File: src/rtl/acc_mem_arbiter_pkg.sv
//------------------------------------------------------------------------------
// Module  : acc_mem_pkg
// Brief   : Shared types for the accelerator SRAM arbiter.
// Revision: 1.0 - initial release
//------------------------------------------------------------------------------
`default_nettype none

package acc_mem_pkg;

    typedef enum logic [1:0] {
        REQ_HOST  = 2'd0,
        REQ_FETCH = 2'd1,
        REQ_WB    = 2'd2
    } req_id_t;

    typedef struct packed {
        logic    valid;
        req_id_t owner;
        logic    zero;
    } rsp_tag_t;

    // Round-robin successor: HOST -> FETCH -> WB -> HOST
    function automatic req_id_t next_req(input req_id_t id);
        case (id)
            REQ_HOST:  return REQ_FETCH;
            REQ_FETCH: return REQ_WB;
            default:   return REQ_HOST;
        endcase
    endfunction

endpackage

`default_nettype wire

File: src/rtl/acc_mem_arbiter_if.sv
//------------------------------------------------------------------------------
// Module  : acc_mem_arbiter_if
// Brief   : Requester, response and SRAM signals of the accelerator arbiter.
// Revision: 1.0 - initial release
//------------------------------------------------------------------------------
`default_nettype none

interface acc_mem_arbiter_if #(
    parameter int ADDR_SIZE = 16,
    parameter int DATA_W    = 8
);
    logic                 host_req_valid;
    logic                 host_req_ready;
    logic                 host_req_we;
    logic [ADDR_SIZE-1:0] host_req_addr;
    logic [DATA_W-1:0]    host_req_wdata;
    logic                 host_rsp_valid;
    logic [DATA_W-1:0]    host_rsp_data;

    logic                 fetch_req_valid;
    logic                 fetch_req_ready;
    logic [ADDR_SIZE-1:0] fetch_req_addr;
    logic                 fetch_lock;
    logic                 fetch_rsp_valid;
    logic [DATA_W-1:0]    fetch_rsp_data;

    logic                 wb_req_valid;
    logic                 wb_req_ready;
    logic [ADDR_SIZE-1:0] wb_req_addr;
    logic [DATA_W-1:0]    wb_req_wdata;

    logic                 mem_en;
    logic                 mem_we;
    logic [ADDR_SIZE-1:0] mem_addr;
    logic [DATA_W-1:0]    mem_wdata;
    logic [DATA_W-1:0]    mem_rdata;

    // Arbiter side
    modport slave (
        input  host_req_valid, host_req_we, host_req_addr, host_req_wdata,
        output host_req_ready, host_rsp_valid, host_rsp_data,
        input  fetch_req_valid, fetch_req_addr, fetch_lock,
        output fetch_req_ready, fetch_rsp_valid, fetch_rsp_data,
        input  wb_req_valid, wb_req_addr, wb_req_wdata,
        output wb_req_ready,
        output mem_en, mem_we, mem_addr, mem_wdata,
        input  mem_rdata
    );

    // Requesters and SRAM side
    modport master (
        output host_req_valid, host_req_we, host_req_addr, host_req_wdata,
        input  host_req_ready, host_rsp_valid, host_rsp_data,
        output fetch_req_valid, fetch_req_addr, fetch_lock,
        input  fetch_req_ready, fetch_rsp_valid, fetch_rsp_data,
        output wb_req_valid, wb_req_addr, wb_req_wdata,
        input  wb_req_ready,
        input  mem_en, mem_we, mem_addr, mem_wdata,
        output mem_rdata
    );

endinterface

`default_nettype wire

File: src/rtl/acc_mem_arbiter_rr.sv
//------------------------------------------------------------------------------
// Module  : rr_arbiter3
// Brief   : Three-way round-robin picker with exclusion mask, one-hot grant.
// Revision: 1.0 - initial release
//------------------------------------------------------------------------------
`default_nettype none

module rr_arbiter3
    import acc_mem_pkg::*;
(
    input  logic [2:0] i_req,
    input  logic [2:0] i_excl,
    input  req_id_t    i_ptr,
    output logic [2:0] o_gnt
);

    logic [2:0] w_elig;

    assign w_elig = i_req & ~i_excl;

    // Bit index equals the req_id_t value; search starts at i_ptr
    always_comb begin
        o_gnt = 3'b000;
        case (i_ptr)
            REQ_FETCH: begin
                if (w_elig[1])      o_gnt = 3'b010;
                else if (w_elig[2]) o_gnt = 3'b100;
                else if (w_elig[0]) o_gnt = 3'b001;
            end
            REQ_WB: begin
                if (w_elig[2])      o_gnt = 3'b100;
                else if (w_elig[0]) o_gnt = 3'b001;
                else if (w_elig[1]) o_gnt = 3'b010;
            end
            default: begin
                if (w_elig[0])      o_gnt = 3'b001;
                else if (w_elig[1]) o_gnt = 3'b010;
                else if (w_elig[2]) o_gnt = 3'b100;
            end
        endcase
    end

endmodule

`default_nettype wire

File: src/rtl/acc_mem_arbiter.sv
//------------------------------------------------------------------------------
// Module  : acc_mem_arbiter
// Brief   : Shares the single-port operand/result SRAM between host, operand
//           fetch and result writeback with fetch burst lock and zero point.
// Revision: 1.0 - initial release
//------------------------------------------------------------------------------
`default_nettype none

module acc_mem_arbiter
    import acc_mem_pkg::*;
#(
    parameter int                   ADDR_SIZE       = 16,
    parameter int                   DATA_W          = 8,
    parameter logic [ADDR_SIZE-1:0] ZERO_POINT_ADDR = 16'hffff,
    parameter int                   LOCK_MAX        = 64
)(
    input  logic              clk,
    input  logic              reset,
    acc_mem_arbiter_if.slave  bus
);

    localparam int                 c_cnt_w     = (LOCK_MAX > 1) ? $clog2(LOCK_MAX) : 1;
    localparam logic [c_cnt_w-1:0] c_lock_last = c_cnt_w'(LOCK_MAX - 1);

    req_id_t              r_rr_ptr;
    logic [c_cnt_w-1:0]   r_lock_cnt;
    logic                 r_last_fetch;
    rsp_tag_t             r_tag;
    logic [DATA_W-1:0]    r_host_hold;
    logic [DATA_W-1:0]    r_fetch_hold;
    logic [DATA_W-1:0]    r_wb_hold;

    logic [2:0]           w_req;
    logic [2:0]           w_excl;
    logic [2:0]           w_rr_gnt;
    logic [2:0]           w_gnt;
    logic                 w_lock;
    logic                 w_cnt_last;
    logic                 w_any;
    logic                 w_zero;
    req_id_t              w_gnt_id;
    logic                 w_we;
    logic [ADDR_SIZE-1:0] w_addr;
    logic [DATA_W-1:0]    w_wdata;
    logic [DATA_W-1:0]    w_rsp_data;
    logic                 w_host_rsp;
    logic                 w_fetch_rsp;
    logic                 w_wb_rsp;

    assign w_req      = {bus.wb_req_valid, bus.fetch_req_valid, bus.host_req_valid};
    assign w_cnt_last = (r_lock_cnt == c_lock_last);
    assign w_lock     = r_last_fetch & bus.fetch_lock & bus.fetch_req_valid
                      & (r_lock_cnt < c_lock_last);
    // An exhausted lock hands the slot to someone else only if someone is waiting
    assign w_excl     = {1'b0, w_cnt_last & (bus.host_req_valid | bus.wb_req_valid), 1'b0};

    rr_arbiter3 u_rr (
        .i_req  (w_req),
        .i_excl (w_excl),
        .i_ptr  (r_rr_ptr),
        .o_gnt  (w_rr_gnt)
    );

    always_comb begin
        w_gnt = 3'b000;
        if (!reset) begin
            w_gnt = w_lock ? 3'b010 : w_rr_gnt;
        end
    end

    assign w_any = |w_gnt;

    always_comb begin
        w_gnt_id = REQ_HOST;
        w_we     = 1'b0;
        w_addr   = '0;
        w_wdata  = '0;
        if (w_gnt[0]) begin
            w_gnt_id = REQ_HOST;
            w_we     = bus.host_req_we;
            w_addr   = bus.host_req_addr;
            w_wdata  = bus.host_req_wdata;
        end else if (w_gnt[1]) begin
            w_gnt_id = REQ_FETCH;
            w_addr   = bus.fetch_req_addr;
        end else if (w_gnt[2]) begin
            w_gnt_id = REQ_WB;
            w_we     = 1'b1;
            w_addr   = bus.wb_req_addr;
            w_wdata  = bus.wb_req_wdata;
        end
    end

    assign w_zero = w_any & ~w_we & (w_addr == ZERO_POINT_ADDR);

    assign bus.host_req_ready  = w_gnt[0];
    assign bus.fetch_req_ready = w_gnt[1];
    assign bus.wb_req_ready    = w_gnt[2];

    assign bus.mem_en    = w_any & ~w_zero;
    assign bus.mem_we    = w_any & w_we;
    assign bus.mem_addr  = w_addr;
    assign bus.mem_wdata = w_wdata;

    always_ff @(posedge clk) begin
        if (reset) begin
            r_rr_ptr     <= REQ_HOST;
            r_lock_cnt   <= '0;
            r_last_fetch <= 1'b0;
            r_tag        <= '0;
        end else begin
            r_tag <= '{valid: w_any & ~w_we, owner: w_gnt_id, zero: w_zero};
            if (w_any) begin
                r_rr_ptr     <= next_req(w_gnt_id);
                r_last_fetch <= w_gnt[1];
            end
            if (!bus.fetch_lock) begin
                r_lock_cnt <= '0;
            end else if (w_lock) begin
                r_lock_cnt <= r_lock_cnt + 1'b1;
            end else if (w_any) begin
                r_lock_cnt <= '0;
            end
        end
    end

    // Read data is taken live from the SRAM in the response cycle, then held
    assign w_rsp_data  = r_tag.zero ? '0 : bus.mem_rdata;
    assign w_host_rsp  = ~reset & r_tag.valid & (r_tag.owner == REQ_HOST);
    assign w_fetch_rsp = ~reset & r_tag.valid & (r_tag.owner == REQ_FETCH);
    assign w_wb_rsp    = ~reset & r_tag.valid & (r_tag.owner == REQ_WB);

    assign bus.host_rsp_valid  = w_host_rsp;
    assign bus.fetch_rsp_valid = w_fetch_rsp;
    assign bus.host_rsp_data   = reset ? '0 : (w_host_rsp  ? w_rsp_data : r_host_hold);
    assign bus.fetch_rsp_data  = reset ? '0 : (w_fetch_rsp ? w_rsp_data : r_fetch_hold);

    always_ff @(posedge clk) begin
        if (reset) begin
            r_host_hold  <= '0;
            r_fetch_hold <= '0;
            r_wb_hold    <= '0;
        end else begin
            if (w_host_rsp)  r_host_hold  <= w_rsp_data;
            if (w_fetch_rsp) r_fetch_hold <= w_rsp_data;
            if (w_wb_rsp)    r_wb_hold    <= w_rsp_data;
        end
    end

endmodule

`default_nettype wire

File: src/flat_wrapper.sv
// flat-port wrapper written by rule: the top's interface ports become plain ports
module acc_mem_arbiter_flat import acc_mem_pkg::*;
#(
    parameter int                   ADDR_SIZE       = 16,
    parameter int                   DATA_W          = 8,
    parameter logic [ADDR_SIZE-1:0] ZERO_POINT_ADDR = 16'hffff,
    parameter int                   LOCK_MAX        = 64
)
  (clk, reset, bus_host_req_valid, bus_host_req_we, bus_host_req_addr, bus_host_req_wdata, bus_host_req_ready, bus_host_rsp_valid, bus_host_rsp_data, bus_fetch_req_valid, bus_fetch_req_addr, bus_fetch_lock, bus_fetch_req_ready, bus_fetch_rsp_valid, bus_fetch_rsp_data, bus_wb_req_valid, bus_wb_req_addr, bus_wb_req_wdata, bus_wb_req_ready, bus_mem_en, bus_mem_we, bus_mem_addr, bus_mem_wdata, bus_mem_rdata);
  acc_mem_arbiter_if #(.ADDR_SIZE(ADDR_SIZE), .DATA_W(DATA_W)) bus_i ();
  input  logic clk;
  input  logic reset;
  input wire logic [$bits(bus_i.host_req_valid)-1:0] bus_host_req_valid;
  input wire logic [$bits(bus_i.host_req_we)-1:0] bus_host_req_we;
  input wire logic [$bits(bus_i.host_req_addr)-1:0] bus_host_req_addr;
  input wire logic [$bits(bus_i.host_req_wdata)-1:0] bus_host_req_wdata;
  output wire logic [$bits(bus_i.host_req_ready)-1:0] bus_host_req_ready;
  output wire logic [$bits(bus_i.host_rsp_valid)-1:0] bus_host_rsp_valid;
  output wire logic [$bits(bus_i.host_rsp_data)-1:0] bus_host_rsp_data;
  input wire logic [$bits(bus_i.fetch_req_valid)-1:0] bus_fetch_req_valid;
  input wire logic [$bits(bus_i.fetch_req_addr)-1:0] bus_fetch_req_addr;
  input wire logic [$bits(bus_i.fetch_lock)-1:0] bus_fetch_lock;
  output wire logic [$bits(bus_i.fetch_req_ready)-1:0] bus_fetch_req_ready;
  output wire logic [$bits(bus_i.fetch_rsp_valid)-1:0] bus_fetch_rsp_valid;
  output wire logic [$bits(bus_i.fetch_rsp_data)-1:0] bus_fetch_rsp_data;
  input wire logic [$bits(bus_i.wb_req_valid)-1:0] bus_wb_req_valid;
  input wire logic [$bits(bus_i.wb_req_addr)-1:0] bus_wb_req_addr;
  input wire logic [$bits(bus_i.wb_req_wdata)-1:0] bus_wb_req_wdata;
  output wire logic [$bits(bus_i.wb_req_ready)-1:0] bus_wb_req_ready;
  output wire logic [$bits(bus_i.mem_en)-1:0] bus_mem_en;
  output wire logic [$bits(bus_i.mem_we)-1:0] bus_mem_we;
  output wire logic [$bits(bus_i.mem_addr)-1:0] bus_mem_addr;
  output wire logic [$bits(bus_i.mem_wdata)-1:0] bus_mem_wdata;
  input wire logic [$bits(bus_i.mem_rdata)-1:0] bus_mem_rdata;
  assign bus_i.host_req_valid = bus_host_req_valid;
  assign bus_i.host_req_we = bus_host_req_we;
  assign bus_i.host_req_addr = bus_host_req_addr;
  assign bus_i.host_req_wdata = bus_host_req_wdata;
  assign bus_host_req_ready = bus_i.host_req_ready;
  assign bus_host_rsp_valid = bus_i.host_rsp_valid;
  assign bus_host_rsp_data = bus_i.host_rsp_data;
  assign bus_i.fetch_req_valid = bus_fetch_req_valid;
  assign bus_i.fetch_req_addr = bus_fetch_req_addr;
  assign bus_i.fetch_lock = bus_fetch_lock;
  assign bus_fetch_req_ready = bus_i.fetch_req_ready;
  assign bus_fetch_rsp_valid = bus_i.fetch_rsp_valid;
  assign bus_fetch_rsp_data = bus_i.fetch_rsp_data;
  assign bus_i.wb_req_valid = bus_wb_req_valid;
  assign bus_i.wb_req_addr = bus_wb_req_addr;
  assign bus_i.wb_req_wdata = bus_wb_req_wdata;
  assign bus_wb_req_ready = bus_i.wb_req_ready;
  assign bus_mem_en = bus_i.mem_en;
  assign bus_mem_we = bus_i.mem_we;
  assign bus_mem_addr = bus_i.mem_addr;
  assign bus_mem_wdata = bus_i.mem_wdata;
  assign bus_i.mem_rdata = bus_mem_rdata;
  acc_mem_arbiter #(.ADDR_SIZE(ADDR_SIZE), .DATA_W(DATA_W), .ZERO_POINT_ADDR(ZERO_POINT_ADDR), .LOCK_MAX(LOCK_MAX)) u_core (.clk(clk), .reset(reset), .bus(bus_i));
endmodule
File: config.mk
export PLATFORM = sky130hd
export DESIGN_NAME = acc_mem_arbiter_flat
export DESIGN_NICKNAME = d
export VERILOG_FILES = /design/src/rtl/acc_mem_arbiter_pkg.sv /design/src/rtl/acc_mem_arbiter_if.sv /design/src/rtl/acc_mem_arbiter_rr.sv /design/src/rtl/acc_mem_arbiter.sv /design/src/flat_wrapper.sv
export SDC_FILE = /design/constraint.sdc
export NUM_CORES = 1
export LEC_CHECK = 0
export ABC_CLOCK_PERIOD_IN_PS = 3100
export CAP_MARGIN = 20
export CORE_UTILIZATION = 33
export DETAILED_ROUTE_END_ITERATION = 6
export PLACE_DENSITY = 0.77
export SLEW_MARGIN = 25
export SYNTH_ARGS = -nofsm -noshare
export SYNTH_HDL_FRONTEND = slang
export SYNTH_SLANG_ARGS = --single-unit
File: constraint.sdc
create_clock -name clk -period 3.1 [get_ports clk]
set_input_delay 0.775 -clock clk [delete_from_list [all_inputs] [get_ports clk]]
set_output_delay 0.775 -clock clk [all_outputs]
set_load 0.01 [all_outputs]
==> key figures, run 1 <==
Global route
  • GR Util All Layers: 0.259
  • Global-route wire length before repair: 12600 um
  • Pin count of the biggest net entering global routing: 15
  • Total grt overflow: 0
  • Initial antenna violation count: 0
  • Vias in the first global route: 2749

Logic synthesis
  • Yosys warns: 0
  • Net Count, Synth: 334
  • Mapped cell area: 0.00194 mm2
  • Post-synth top area cell: dfxtp_1
  • Post-synth EDFFs: 0
  • Main synth FF type: dfxtp_1
  • Yosys reg bits: 29
  • Avg Cell Area, Syn: 7.71 um2
  • Synth top area cells: dfxtp_1, nand2_1, a22o_1
  • Asr flop ratio synth: 0
  • Synth Instances: 252
  • Synth unique cells: 52
  • Sequential-to-total area share from yosys stat: 0.299
  • Post-synth top area share: 0.299

Routing
  • Vias per Instance: 5.49
  • DR DRC count: 0
  • Final ANT Viol Nets: 0
  • First-pass iteration count of the detailed router: 5
  • Final WL: 9400 um
  • Via count: 2880
  • WL/cell: 17.9 um
  • Initial DRC Count: 157

Timing
  • Slew Viols, Final: 0
  • Final setup fails: 25
  • Final clock period utilization by the worst path: 1.19
  • Slew of the pin with the lowest slew margin: 0.349 ns
  • Slew HR: 0.767
  • Worst Skew: 0.00321 ns
  • Final min period: 3.69 ns
  • Fmax achieved: 271 MHz
  • Final setup margin: -0.592 ns
  • Hold Violations, Final: 0
  • Setup tns final: -6.80 ns
  • RSZ-0062 raised after global routing: true

Critical path
  • CP endpoint kind: output pin
  • Buffers & Inverters on Critical Path: 3
  • Critical path class: reg2out
  • Req. time, crit path: 2.32 ns
  • CP max-delay cell: or3_4
  • WP depth: 11
  • Worst path max stage delay: 0.39 ns
  • Worst-path maximum fanout: 3
  • Worst R2R Path Depth: 11
  • Reg2reg end: u_core.r_tag[0]$_SDFF_PP0_
  • CP arrival: 2.92 ns
  • Crit path max-delay family: simple AND/OR/NAND/NOR gates
  • R2R setup slack: 0.46 ns
  • Most used cell, CP: buf_6
  • CP Cell Sequence: inv_2 -> ha_2 -> or3_4 -> nor3b_4 -> o221a_1 -> buf_6 -> and3_1 -> a311o_1 -> and4_4 -> a31oi_4 -> buf_6
  • Worst Setup EP: bus_mem_en
  • Crit path from: u_core.r_rr_ptr[1]$_SDFFE_PP0P_
  • Reg2reg start: u_core.r_rr_ptr[1]$_SDFFE_PP0P_
  • Crit path launch type: register

Power
  • Pint: 1010 uW
  • Clock power share: 0.202
  • Flop pwr share: 0.269
  • Net load switching power: 486 uW
  • Leak pwr: 0.00194 uW
  • Combinational power share: 0.529
  • Sw Ratio: 0.324
  • VDD IR max: 0.235 mV
  • Power per Cell Area: 348 mW/mm2

Outcome
  • Failing checks: negative setup slack
  • Outcome: finished, violations left

Clocking
  • H-tree depth: 2
  • CTS tree: built
  • Worst skew pair latency: 0.27 ns
  • Worst-path clk slew: 0.06 ns
  • Root buf cell: clkbuf_8
  • CTS sink cnt: 29
  • CTS Buf Count: 5
  • Bufs on Longest Clock Path: 2
  • Hold_buf cts: 0

Finish
  • Final cell count without fillers: 525
  • Final nets: 535
  • Commonest non-fill, non-tap cell in the layout: clkdlybuf4s50_1
  • Layout area overhead: 122%
  • N_diodes: 0
  • Ratio of cells with drive above 1 in the final layout: 0.419
  • Commonest cells after routing, fill and taps aside: clkdlybuf4s50_1, buf_4, nand2_1

Die
  • Core area: 0.00557 mm2
  • Die Ht: 78.7 um
  • Die Wd: 78.7 um
  • I/O pin cnt: 126
  • FP Rows: 27
  • Die Area: 0.00620 mm2
  • Starting Density: 0.349

Placement
  • Worst slack, placed: -1.07 ns
  • Routability cong.: 0.915
  • Placed insts: 485
  • Port buffer count: 125
  • Dpl hpwl: 5650 um

Job
  • Max_cap viols: 0

Min path
  • Worst Hold Class: reg2reg
sequential cells by signal (all words and copies together) (netlist names):
signal and cells:
u_core.r_lock_cnt 6, u_core.r_last_fetch 1, u_core.r_fetch_hold 8, u_core.r_host_hold 8, u_core.r_rr_ptr 2, u_core.r_tag 4
timing repair:
action | CTS | global route
gates cloned | 4 | 1
pin swaps | 15 | 25
buffers inserted | 13 | 19
resized for setup | 198 | 56
setup endpoints to repair | 47 | 36
routing by layer:
| layer | GRT usage | vias to the layer above | wire [um] |
|---|---|---|---|
| met5 | 0 | - | 0 |
| met4 | 0.0833 | 0 | 405 |
| met3 | 0.0356 | 53 | 578 |
| met2 | 0.486 | 152 | 4960 |
| met1 | 0.297 | 1357 | 3460 |
| li1 | - | 1318 | - |
cell usage after synthesis (3+ instances only):
cell type / n
buf_6: 4
nor3_1: 3
a31oi_1: 5
nand2_1: 34
and2_1: 3
and3_1: 8
nand3_1: 16
a22oi_1: 4
clkbuf_1: 3
ha_1: 3
nand2b_1: 3
inv_1: 14
buf_2: 3
dfxtp_1: 29
a22o_1: 10
mux2i_1: 8
nor2b_1: 12
o21ai_0: 7
a21oi_1: 16
buf_1: 3
nor2_1: 22
a222oi_1: 4
power groups by stage:
stage / registers, uW / logic (uW) / clock network, uW
final: 403 / 794 / 303
after global routing: 404 / 835 / 326
after CTS: 402 / 676 / 308
after detailed placement: 408 / 585 / 0
after global placement: 408 / 578 / 0
after floorplan: 405 / 263 / 0
cell families after synthesis:
group                      count (synthesis)  synth area share
AOI/OAI and AO/OA                         64             0.246
adders and majority gates                  3            0.0193
buffers and inverters                     32            0.0843
DFF                                       29             0.299
muxes                                      8            0.0412
and+or+nand+nor                          116             0.310
area by class of cell:
| class | count | area (um2) |
|---|---|---|
| clock buffer | 7 | 86.3 |
| sequential | 29 | 586 |
| multi-input combinational | 192 | 1560 |
| inverter | 17 | 86.3 |
| timing repair buffer | 207 | 1890 |
| fill | 359 | 1270 |
| tap | 72 | 90.1 |
| timing repair inverter | 1 | 8.76 |
how the worst min path moves through the flow:
stage / startpoint / to / slack, ns / cells past startpoint
floorplan: u_core.r_lock_cnt[1]$_SDFFE_PP0P_ / u_core.r_lock_cnt[1]$_SDFFE_PP0P_ / 0.45 / 2
CTS: u_core.r_host_hold[2]$_DFF_P_ / u_core.r_host_hold[2]$_DFF_P_ / 0.45 / 2
global route: u_core.r_host_hold[5]$_DFF_P_ / u_core.r_host_hold[5]$_DFF_P_ / 0.49 / 2
global placement: u_core.r_host_hold[5]$_DFF_P_ / u_core.r_host_hold[5]$_DFF_P_ / 0.45 / 2
detailed placement: u_core.r_host_hold[2]$_DFF_P_ / u_core.r_host_hold[2]$_DFF_P_ / 0.45 / 2
finish: u_core.r_host_hold[2]$_DFF_P_ / u_core.r_host_hold[2]$_DFF_P_ / 0.45 / 2
through the flow:
stage	utilization	power, uW	area, um2	hold WS [ns]
floorplan	-	669	2020	0.449
global placement	0.655	986	3650	0.447
detailed placement	0.655	994	3650	0.450
CTS	0.727	1390	4050	0.452
global route	0.773	1570	4310	0.490
finish	0.773	1500	4310	0.454
worst reg2reg max path, stage by stage (launching register included):
cell	delay (ns)
dfxtp_4	0.37
inv_2	0.04
ha_2	0.18
or3_4	0.39
nor3b_4	0.19
o21ai_4	0.24
buf_6	0.17
buf_4	0.12
nand3_1	0.12
a22o_1	0.28
nor4_1	0.27
and3_1	0.21
Note: power is estimated with default switching activity, not from simulation.
==> run 2, diff against run 1 <==
Settings changed: ABC_CLOCK_PERIOD_IN_PS 3100 to 3500, CORE_UTILIZATION 33 to 37, PLACE_DENSITY 0.77 to 0.82.
Clock period 3.1 ns to 3.5 ns, I/O delays scaled along.
==> run 2 against run 1 <==
Net effect:
- the run still ends with negative setup slack left
- sequential power down 12%
- total power down 17%
- hold slack gained 0.0047 ns
- critical path type unchanged
- largest power group unchanged
==> key figures, run 2 (synthesis results as in run 1) <==
Die
  • Die Area: 0.00555 mm2 (-11%)
  • Core area: 0.00507 mm2 (-9.0%)
  • I/O pin cnt: 126 (unchanged)
  • FP Rows: 26 (-3.7%)
  • Die Wd: 74.5 um (-5.4%)
  • Die Ht: 74.5 um (-5.4%)
  • Starting Density: 0.383 (+0.0343)

Clocking
  • CTS tree: built
  • Worst-path clk slew: 0.07 ns (about the same)
  • Bufs on Longest Clock Path: 2 (unchanged)
  • H-tree depth: 2 (unchanged)
  • CTS Buf Count: 5 (unchanged)
  • Worst skew pair latency: 0.28 ns (about the same)
  • CTS sink cnt: 29 (unchanged)
  • Root buf cell: clkbuf_8

Power
  • Flop pwr share: 0.285 (+0.016)
  • Leak pwr: 0.00174 uW (-10%)
  • Clock power share: 0.234 (+0.032)
  • Power per Cell Area: 319 mW/mm2 (-8.4%)
  • Combinational power share: 0.482 (-0.047)
  • Pint: 837 uW (-18%)
  • VDD IR max: 0.185 mV (-21%)
  • Net load switching power: 413 uW (-15%)
  • Sw Ratio: 0.331 (+0.00688)

Finish
  • Commonest cells after routing, fill and taps aside: clkdlybuf4s50_1, buf_4, nand2_1
  • Largest regs: u_core.r_fetch_hold x8, u_core.r_host_hold x8, u_core.r_lock_cnt x6
  • Layout area overhead: 102%
  • Final nets: 512 (-4.3%)
  • Ratio of cells with drive above 1 in the final layout: 0.341 (-0.0784)
  • N_diodes: 0 (unchanged)
  • Commonest non-fill, non-tap cell in the layout: clkdlybuf4s50_1
  • Final cell count without fillers: 501 (-4.6%)

Routing
  • Vias per Instance: 5.39 (-1.7%)
  • First-pass iteration count of the detailed router: 4 (-1)
  • Final ANT Viol Nets: 0 (unchanged)
  • Via count: 2702 (-6.2%)
  • Initial DRC Count: 206 (+31%)
  • WL/cell: 17.4 um (-2.6%)
  • Final WL: 8740 um (-7.1%)
  • DR DRC count: 0 (unchanged)

Critical path
  • Worst-path maximum fanout: 5 (+2)
  • CP endpoint kind: output pin
  • Critical path class: reg2out
  • Crit path launch type: register
  • Req. time, crit path: 2.62 ns (+0.30 ns)
  • CP arrival: 2.94 ns (+0.02 ns)
  • CP Cell Sequence: inv_2 -> ha_4 -> buf_6 -> or2_4 -> a221oi_4 -> buf_4 -> o221a_4 -> buf_6 -> a222oi_1 -> buf_4 -> nor4_2 -> a31oi_1 -> buf_2
  • Worst path max stage delay: 0.34 ns (-0.05 ns)
  • CP max-delay cell: dfxtp_2
  • R2R setup slack: 0.77 ns (+0.31 ns)

Global route
  • Pin count of the biggest net entering global routing: 22 (+7)
  • GR Util All Layers: 0.297 (+0.0386)
  • Vias in the first global route: 2672 (-2.8%)
  • Initial antenna violation count: 0 (unchanged)
  • Global-route wire length before repair: 12400 um (-1.9%)
  • Total grt overflow: 0 (unchanged)

Placement
  • Routability cong.: 0.864 (-5.6%)
  • Worst slack, placed: -0.789 ns (+0.277 ns)
  • Port buffer count: 125 (unchanged)
  • Placed insts: 465 (-4.1%)
  • Dpl hpwl: 5440 um (-3.7%)

Timing
  • Slew Viols, Final: 0 (unchanged)
  • Final setup margin: -0.316 ns (+0.276 ns)
  • Final min period: 3.82 ns
  • Final clock period utilization by the worst path: 1.09
  • Slew HR: 0.701 (-0.0663)
  • Fmax achieved: 262 MHz
  • Hold Violations, Final: 0 (unchanged)
  • Slew of the pin with the lowest slew margin: 0.448 ns (+0.0992 ns)
  • RSZ-0062 raised after global routing: true
  • Final setup fails: 5 (-80%)
  • Worst Skew: 0.00446 ns (+0.00125 ns)

Min path
  • Worst Hold Class: reg2reg

Outcome
  • Outcome: finished, violations left
  • Failing checks: negative setup slack

Job
  • Max_cap viols: 0 (unchanged)
==> run 2: changes by cell type in the layout (fill, tap and decap cells not counted), sizes merged, moves of 2 or more <==
cell / before / now
clkbuf: 14 / 27
buf: 107 / 64
clkdlybuf4s15: 8 / 6
dlygate4sd2: 9 / 15
clkdlybuf4s50: 74 / 77
==> run 2: layout make-up <==
class,instances,area (um2)
clock inverters,2,13.8
flip-flops and latches,29,586
clock buffers,6,82.6
well taps,70,87.6
multi-input cells,192,1430
inverters,17,81.3
repair buffers,185,1640
fillers,360,1160
==> run 2: layer usage <==
layer	up-vias	track usage	part of all wire
li1	1268	-	-
met1	1281	0.357	0.39
met2	131	0.508	0.52
met3	22	0.0583	0.061
met4	0	0.140	0.026
met5	-	0	0
==> run 2: worst paths after layout <==
kind                                                       from                           endpoint  cells after the start
worst max-delay path            u_core.r_rr_ptr[0]$_SDFFE_PP0P_                         bus_mem_en                     13
worst min-delay path              u_core.r_host_hold[3]$_DFF_P_      u_core.r_host_hold[3]$_DFF_P_                      2
worst max register to register  u_core.r_rr_ptr[0]$_SDFFE_PP0P_  u_core.r_lock_cnt[3]$_SDFFE_PP0P_                     13
worst min register to register    u_core.r_host_hold[3]$_DFF_P_      u_core.r_host_hold[3]$_DFF_P_                      2
==> run 2: worst max-delay path: cells and delay by family (launching register included) <==
kind | cells | cell delay [ns]
AOI/OAI and AO/OA | 4 | 0.75
adders and majority gates | 1 | 0.21
buffers and inverters | 6 | 0.78
DFF | 1 | 0.34
and+or+nand+nor | 2 | 0.56
==> run 2: metrics by stage <==
step / instance area, um2 / total power (uW) / util / hold slack, ns / setup TNS [ns]
6_report: 3920 / 1250 / 0.772 / 0.458 / -0.457
4_1_cts: 3810 / 1180 / 0.751 / 0.459 / -0.259
3_5_place_dp: 3440 / 837 / 0.678 / 0.454 / -21.89
5_1_grt: 3920 / 1310 / 0.772 / 0.489 / -1.20
2_1_floorplan: 1940 / 572 / - / 0.449 / 0
3_3_place_gp: 3440 / 833 / 0.678 / 0.450 / -19.83
==> run 2: timing repair <==
action                     CTS  global route
hold buffers                 0             0
setup endpoints to repair   47            28
buffers inserted            15            14
pin swaps                   17            18
gates resized for setup    120            62
cloned                       2             0
==> run 2: power groups by stage <==
stage	registers (uW)	clock network [uW]	logic (uW)
finish	356	292	602
global route	357	316	638
global placement	358	0	475
CTS	355	292	534
floorplan	357	0	215
detailed placement	359	0	479
